--- src/rtl/btn_debouncer_pkg.sv ---
// Shared constants for the push-button front end and the operand/opcode
// load stage that consumes its outputs.
package btn_debouncer_pkg;

    // Board clock and the default debounce window (10 ms at 100 MHz).
    localparam int CLK_FREQ_HZ           = 100_000_000;
    localparam int DEBOUNCE_MS           = 10;
    localparam int DEFAULT_STABLE_CYCLES = (CLK_FREQ_HZ / 1000) * DEBOUNCE_MS;
    localparam int DEFAULT_NB_CNT        = 20;
    localparam int DEFAULT_NB_BTN        = 3;

    // Button roles, shared with the load stage so both sides agree on
    // which bit loads which register.
    localparam int BTN_LOAD_A  = 0;
    localparam int BTN_LOAD_B  = 1;
    localparam int BTN_LOAD_OP = 2;

endpackage : btn_debouncer_pkg

--- src/rtl/btn_debouncer_channel.sv ---
// One button channel: two-flop synchroniser, stability counter, debounced
// level and a one-cycle press strobe.
module debounce_channel
    import btn_debouncer_pkg::*;
#(
    parameter int STABLE_CYCLES = DEFAULT_STABLE_CYCLES,
    parameter int NB_CNT        = DEFAULT_NB_CNT
) (
    input  logic i_clk,
    input  logic i_reset,
    input  logic i_btn,
    output logic o_level,
    output logic o_pulse
);

    // Terminal count: the level flips on the STABLE_CYCLES-th consecutive
    // mismatch, so the counter never needs to go past STABLE_CYCLES-1.
    localparam logic [NB_CNT-1:0] CNT_MAX = NB_CNT'(STABLE_CYCLES - 1);

    logic              sync_1;
    logic              sync_2;
    logic [NB_CNT-1:0] count;
    logic              level;
    logic              pulse;

    // Two-flop chain bringing the raw asynchronous input into the clock
    // domain; only sync_2 is ever looked at by the filter.
    always_ff @(posedge i_clk or posedge i_reset) begin
        if (i_reset) begin
            sync_1 <= 1'b0;
            sync_2 <= 1'b0;
        end else begin
            sync_1 <= i_btn;
            sync_2 <= sync_1;
        end
    end

    // Count consecutive disagreements between the synchronised input and
    // the debounced level; any agreement restarts the window, and a full
    // window flips the level. The strobe is registered alongside the level
    // so it lines up with the first high cycle and only fires on presses.
    always_ff @(posedge i_clk or posedge i_reset) begin
        if (i_reset) begin
            count <= '0;
            level <= 1'b0;
            pulse <= 1'b0;
        end else begin
            pulse <= 1'b0;
            if (sync_2 == level) begin
                count <= '0;
            end else if (count == CNT_MAX) begin
                count <= '0;
                level <= sync_2;
                pulse <= sync_2;
            end else begin
                count <= count + 1'b1;
            end
        end
    end

    assign o_level = level;
    assign o_pulse = pulse;

endmodule : debounce_channel

--- src/rtl/btn_debouncer.sv ---
// Push-button conditioning front end: NB_BTN independent debounce channels
// producing clean levels and single-cycle press pulses for the load stage.
module btn_debouncer
    import btn_debouncer_pkg::*;
#(
    parameter int NB_BTN        = DEFAULT_NB_BTN,
    parameter int STABLE_CYCLES = DEFAULT_STABLE_CYCLES,
    parameter int NB_CNT        = DEFAULT_NB_CNT
) (
    input  logic              i_clk,
    input  logic              i_reset,
    input  logic [NB_BTN-1:0] i_btn,
    output logic [NB_BTN-1:0] o_btn_level,
    output logic [NB_BTN-1:0] o_btn_pulse
);

    // Channels share nothing but clock and reset, so simultaneous presses
    // are handled in parallel with no priority between buttons.
    for (genvar n = 0; n < NB_BTN; n++) begin : g_channel
        debounce_channel #(
            .STABLE_CYCLES(STABLE_CYCLES),
            .NB_CNT       (NB_CNT)
        ) u_channel (
            .i_clk  (i_clk),
            .i_reset(i_reset),
            .i_btn  (i_btn[n]),
            .o_level(o_btn_level[n]),
            .o_pulse(o_btn_pulse[n])
        );
    end

endmodule : btn_debouncer

--- config.mk ---
export PLATFORM = sky130hd
export DESIGN_NAME = btn_debouncer
export DESIGN_NICKNAME = d
export VERILOG_FILES = /design/src/rtl/btn_debouncer_pkg.sv /design/src/rtl/btn_debouncer_channel.sv /design/src/rtl/btn_debouncer.sv
export SDC_FILE = /design/constraint.sdc
export NUM_CORES = 1
export LEC_CHECK = 0
export ABC_CLOCK_PERIOD_IN_PS = 2250
export CAP_MARGIN = 20
export CORE_ASPECT_RATIO = 2
export CORE_MARGIN = 2
export CORE_UTILIZATION = 35
export DETAILED_ROUTE_END_ITERATION = 8
export HOLD_SLACK_MARGIN = 0.08
export PLACE_DENSITY_LB_ADDON = 0.1
export SETUP_SLACK_MARGIN = 0.05
export SYNTH_ARGS = -nofsm -noshare
export SYNTH_HDL_FRONTEND = slang
export SYNTH_SLANG_ARGS = --single-unit
--- constraint.sdc ---
create_clock -name i_clk -period 2.25 [get_ports i_clk]
set_input_delay 0.45 -clock i_clk [delete_from_list [all_inputs] [get_ports i_clk]]
set_output_delay 0.45 -clock i_clk [all_outputs]
set_load 0.005 [all_outputs]
# Yosys cells after proc, flatten, opt, wreduce, memory -nomap -nowiden

Index checks and enable logic that the tools add are counted.

Add/sub/neg operators: 3
Reductions and logical operators: 3
Eq/ne operators: 6
Bitwise gates (word level): 3
Muxes and demuxes: 12

Operator list:

| operator                | count |
|---|---|
| $mux W20                | 6 |
| $add A20 B1 Y20 const B | 3 |
| $eq A20 B20 Y1 const B  | 3 |
| $mux W1                 | 6 |
| $reduce_and A2 Y1       | 3 |
| $eq A1 B1 Y1            | 3 |
| $not A1 Y1              | 3 |

Output and inout bits: 6
Input bits: 5
Bits in registers: 72

# Longest topological paths before layout

Depth in word-level cells: 3
Depth in mapped cells: 6
Mapped depth without buffers: 5

# Hierarchy

A second synthesis with hierarchy kept.

Cells, all modules: 324
Area, all modules: 3565.9 µm²

By module, submodules not included:

| module           | area an instance (µm²) | sequential area each (µm²) | cells an instance | times used |
|---|---|---|---|---|
| debounce_channel | 1188.6                 | 600.6                      | 108               | 3 |

# Least setup slack after synthesis

No wires, ideal clock.

Kind: register to register
From: reg g_channel[1].u_channel.count[8]
To: reg g_channel[1].u_channel.level
Path slack: 0.277 ns
Period minus slack after synthesis: 1.973 ns
Path buffers: 0
Arrival: 1.848 ns
Required time: 2.125 ns
Cell stages (with the launch flop): 5
Cell sequence: dfrtp_1 > or4b_1 > or4_1 > nor2_1 > mux2_2

Cells in the longest elaborated chain, start to end: 2

Ends and longest elaborated chain:

| what                               | line                        | text |
|---|---|---|
| from (decl)                        | btn_debouncer_channel.sv:22 | `logic [NB_CNT-1:0] count;` |
| from (signal assigned)             | btn_debouncer_channel.sv:56 | `count <= count + 1'b1;` |
| $eq A20 B20 Y1                     | btn_debouncer_channel.sv:51 | `end else if (count == CNT_MAX) begin` |
| $reduce_and A2 Y1 (no source line) | --                          |  |
| to (signal assigned)               | btn_debouncer_channel.sv:53 | `level <= sync_2;` |
| to (decl)                          | btn_debouncer_channel.sv:23 | `logic level;` |

Every way passes these cells.
A chain may end at the register's enable or synchronous reset.

# Worst setup path in the final report

From: reg g_channel[1].u_channel.count[7]
To: reg g_channel[1].u_channel.level

The elaborated chain is that of the path after synthesis.

==> impl_metrics.tcl <==
set metrics [dict create \
    outcome "finished, final reports clean" \
    synthMuxAreaShare 0.00979 \
    max-cap-violations 0 \
    num_vias 2530 \
    synthCells 347 \
    drc 0 \
    drt_iter0_drc 121 \
    r2r_start "g_channel[1].u_channel.count[7]" \
    place_congestion 0.821 \
    cts-root-buf "clkbuf_16" \
    syn_area_per_cell_sq_um 9.94 \
    dieArea_sq_um 10700 \
    worst-setup-path-type "register to register" \
    synth_cell_type_count 39 \
    cts_resized 0 \
    ant_nets 0 \
    first_pass_iters 4 \
    fin_crit_ns 2.07 \
    ctsLongestPathBuffers 2 \
    synthesis.nets 355 \
    wirelength_mm 7.18 \
    place_area_sq_um 3750 \
    portBuffers 10 \
    ff2ff_setup_slack_ns 0.18 \
    hold_path.startpoint "g_channel[0].u_channel.sync_1" \
    dp_cells 483 \
    synth_top_area_share 0.522 \
    critPathMaxFanout 4 \
    crit_start "g_channel[1].u_channel.count[7]" \
    first_global_vias 2643 \
    floorplan.initialDensity 0.358 \
    fmax_mhz 483 \
    ctsHoldBuffers 0 \
    cellLeakagePower_nw 1.65 \
    fin_cells 499 \
    ir_worst_vdd_uv 476 \
    utilization 0.420 \
    fp.coreArea_sq_um 9640 \
    postCtsSetupBuffers 0 \
    yosysWarnings 0 \
    viasPerCell 5.07 \
    diodes 0 \
    hold_viol 0 \
    dp_hpwl_mm 5.21 \
    hold_path.class "register to register" \
    die_h_microns 144 \
    cts_tree "done" \
    synthArstFlopShare 1.00 \
    grt_pass1_wl_mm 12.5 \
    finalInstanceArea_sq_um 4050 \
    synth-compound-area-share 0.0801 \
    cts_buffers 9 \
    clock-sinks 72 \
    synth.most_common_cell "dfrtp_1" \
    p_per_area_nw_per_um2 705 \
    worst_slew_pin_slew_ns 0.497 \
    clock_latency_ns 0.33 \
    final_max_slew_viol_count 0 \
    antenna_found_initial 0 \
    post-route-period-util 0.920 \
    grt_max_degree 33 \
    path_clk_slew_ns 0.05 \
    h-tree-depth 3 \
    fin_nets 370 \
    cp.required_ns 2.46 \
    grt_overflow 0 \
    hold_path_depth 0 \
    synth_top_cell_by_area "dfrtp_1" \
    rows 51 \
    yosys.area_share.simple 0.251 \
    synth_adder_area_share 0.0109 \
    yosys.area_share.xor_xnor 0.0863 \
    syn_area_sq_um 3450 \
    synth_top_family_by_area "simple AND/OR/NAND/NOR gates" \
    grt_usage 0.155 \
    r2r_cells 4 \
    end_kind "register" \
    max_slew_margin 0.668 \
    die_x_microns 74.2 \
    finalClockSkew_ns 0.00475 \
    syn_to_final_growth_pct 17.4 \
    fin_tns_setup_ns 0 \
    ys_seq_area_frac 0.522 \
    synth_seq_cells 72 \
    setup_viol 0 \
    synthTopCellsByArea "dfrtp_1 52%, xor2_1 6.1%, nand3_1 4.4%, nor2_1 4.1%, a21oi_1 3.2%" \
    final_layout_size_suffix_gt1_frac 0.112 \
    synth_ff_type "dfrtp_1" \
    critPathLaunchType "register" \
    synth_edf_count 0 \
    synthTopCellsByCount "72 x dfrtp_1, 38 x nor2_1, 30 x nand3_1" \
    rsz0062_at_grt "false" \
    routedWlPerCell_microns 14.4 \
    cp_data_arrival_time_ns 2.29 \
    ios 11 \
]
[cells by family (layout without fill, tap and decap cells)]
kind of cell | Yosys count | in the layout
adder cells (fa/ha/maj) | 3 | 3
buffers and inverters | 28 | 48
flip-flops | 72 | 72
XOR/XNOR | 34 | 34
multiplexers | 3 | 3
AND/OR/NAND/NOR | 158 | 158
AO/OA/AOI/OAI | 49 | 49
[layout by cell type (no fill, tap or decap), types with 2 or more instances in the layout]
master,n
mux2_2,3
nand3_1,30
clkinv_2,2
a21oi_1,22
nand2b_1,2
xnor2_1,10
xor2_1,24
inv_1,8
or4b_1,2
or4_4,2
and3_1,8
clkbuf_16,9
clkbuf_8,2
buf_4,11
ha_1,3
or4_1,11
clkdlybuf4s50_1,10
or3_1,11
and2_1,2
nor3_1,5
o31ai_2,2
nor2_1,38
buf_12,2
o21ai_0,14
nand4_1,7
dfrtp_1,72
clkbuf_1,2
and4_1,4
o31ai_1,9
nand2_1,19
nor4_1,6
and3b_1,2
[layer usage]
layer  routed length (microns)  vias up  track usage  share of wire
met5                         0        -            0              0
met4                       152        0       0.0705          0.021
met3                       136       11       0.0341          0.019
met2                      4040       23        0.281           0.56
met1                      2850     1235        0.164           0.40
li1                          -     1261            -              -
[worst paths after layout]
path | to
max | g_channel[1].u_channel.o_level
min | g_channel[0].u_channel.sync_2
max reg2reg | g_channel[1].u_channel.o_level
min reg2reg | g_channel[0].u_channel.sync_2
max in group asynchronous | g_channel[1].u_channel.count[13]
min in group asynchronous | g_channel[0].u_channel.count[16]
[cell type report]
| class | instances | area (sq um) |
|---|---|---|
| fillers | 949 | 5580 |
| well taps | 132 | 165 |
| inverters | 9 | 37.5 |
| multi-input cells | 247 | 1520 |
| repair buffers | 23 | 223 |
| clock buffers | 13 | 260 |
| flip-flops and latches | 72 | 1800 |
| clock inverters | 3 | 40.0 |
[stage by stage]
step | total power, mW | hold WS [ns] | setup slack [ns]
5_1_grt | 2.97 | 0.368 | 0.0837
3_5_place_dp | 1.45 | 0.340 | 0.158
3_3_place_gp | 1.45 | 0.337 | 0.194
2_1_floorplan | 1.41 | 0.331 | 0.277
4_1_cts | 2.91 | 0.353 | 0.148
6_report | 2.86 | 0.348 | 0.180
[power breakdown]
group / total, mW / internal, mW / switching (mW) / leakage [nW]
registers: 1.33 / 1.31 / 0.0192 / 0.985
logic: 0.0934 / 0.0341 / 0.0593 / 0.519
clock network: 1.43 / 0.915 / 0.515 / 0.150
[state kept, by name (all words and copies together), names as in the netlist]
name	flops
g_channel.u_channel.o_level	3
g_channel.u_channel.o_pulse	3
g_channel.u_channel.sync_1	3
g_channel.u_channel.count	60
g_channel.u_channel.sync_2	3
[critical path, stage by stage (launching register included)]
cell	delay, ns
dfrtp_1	0.41
or4b_1	0.50
or4_1	0.56
nor2_1	0.15
mux2_2	0.34
No activity file was read; power rests on OpenSTA's default activity.
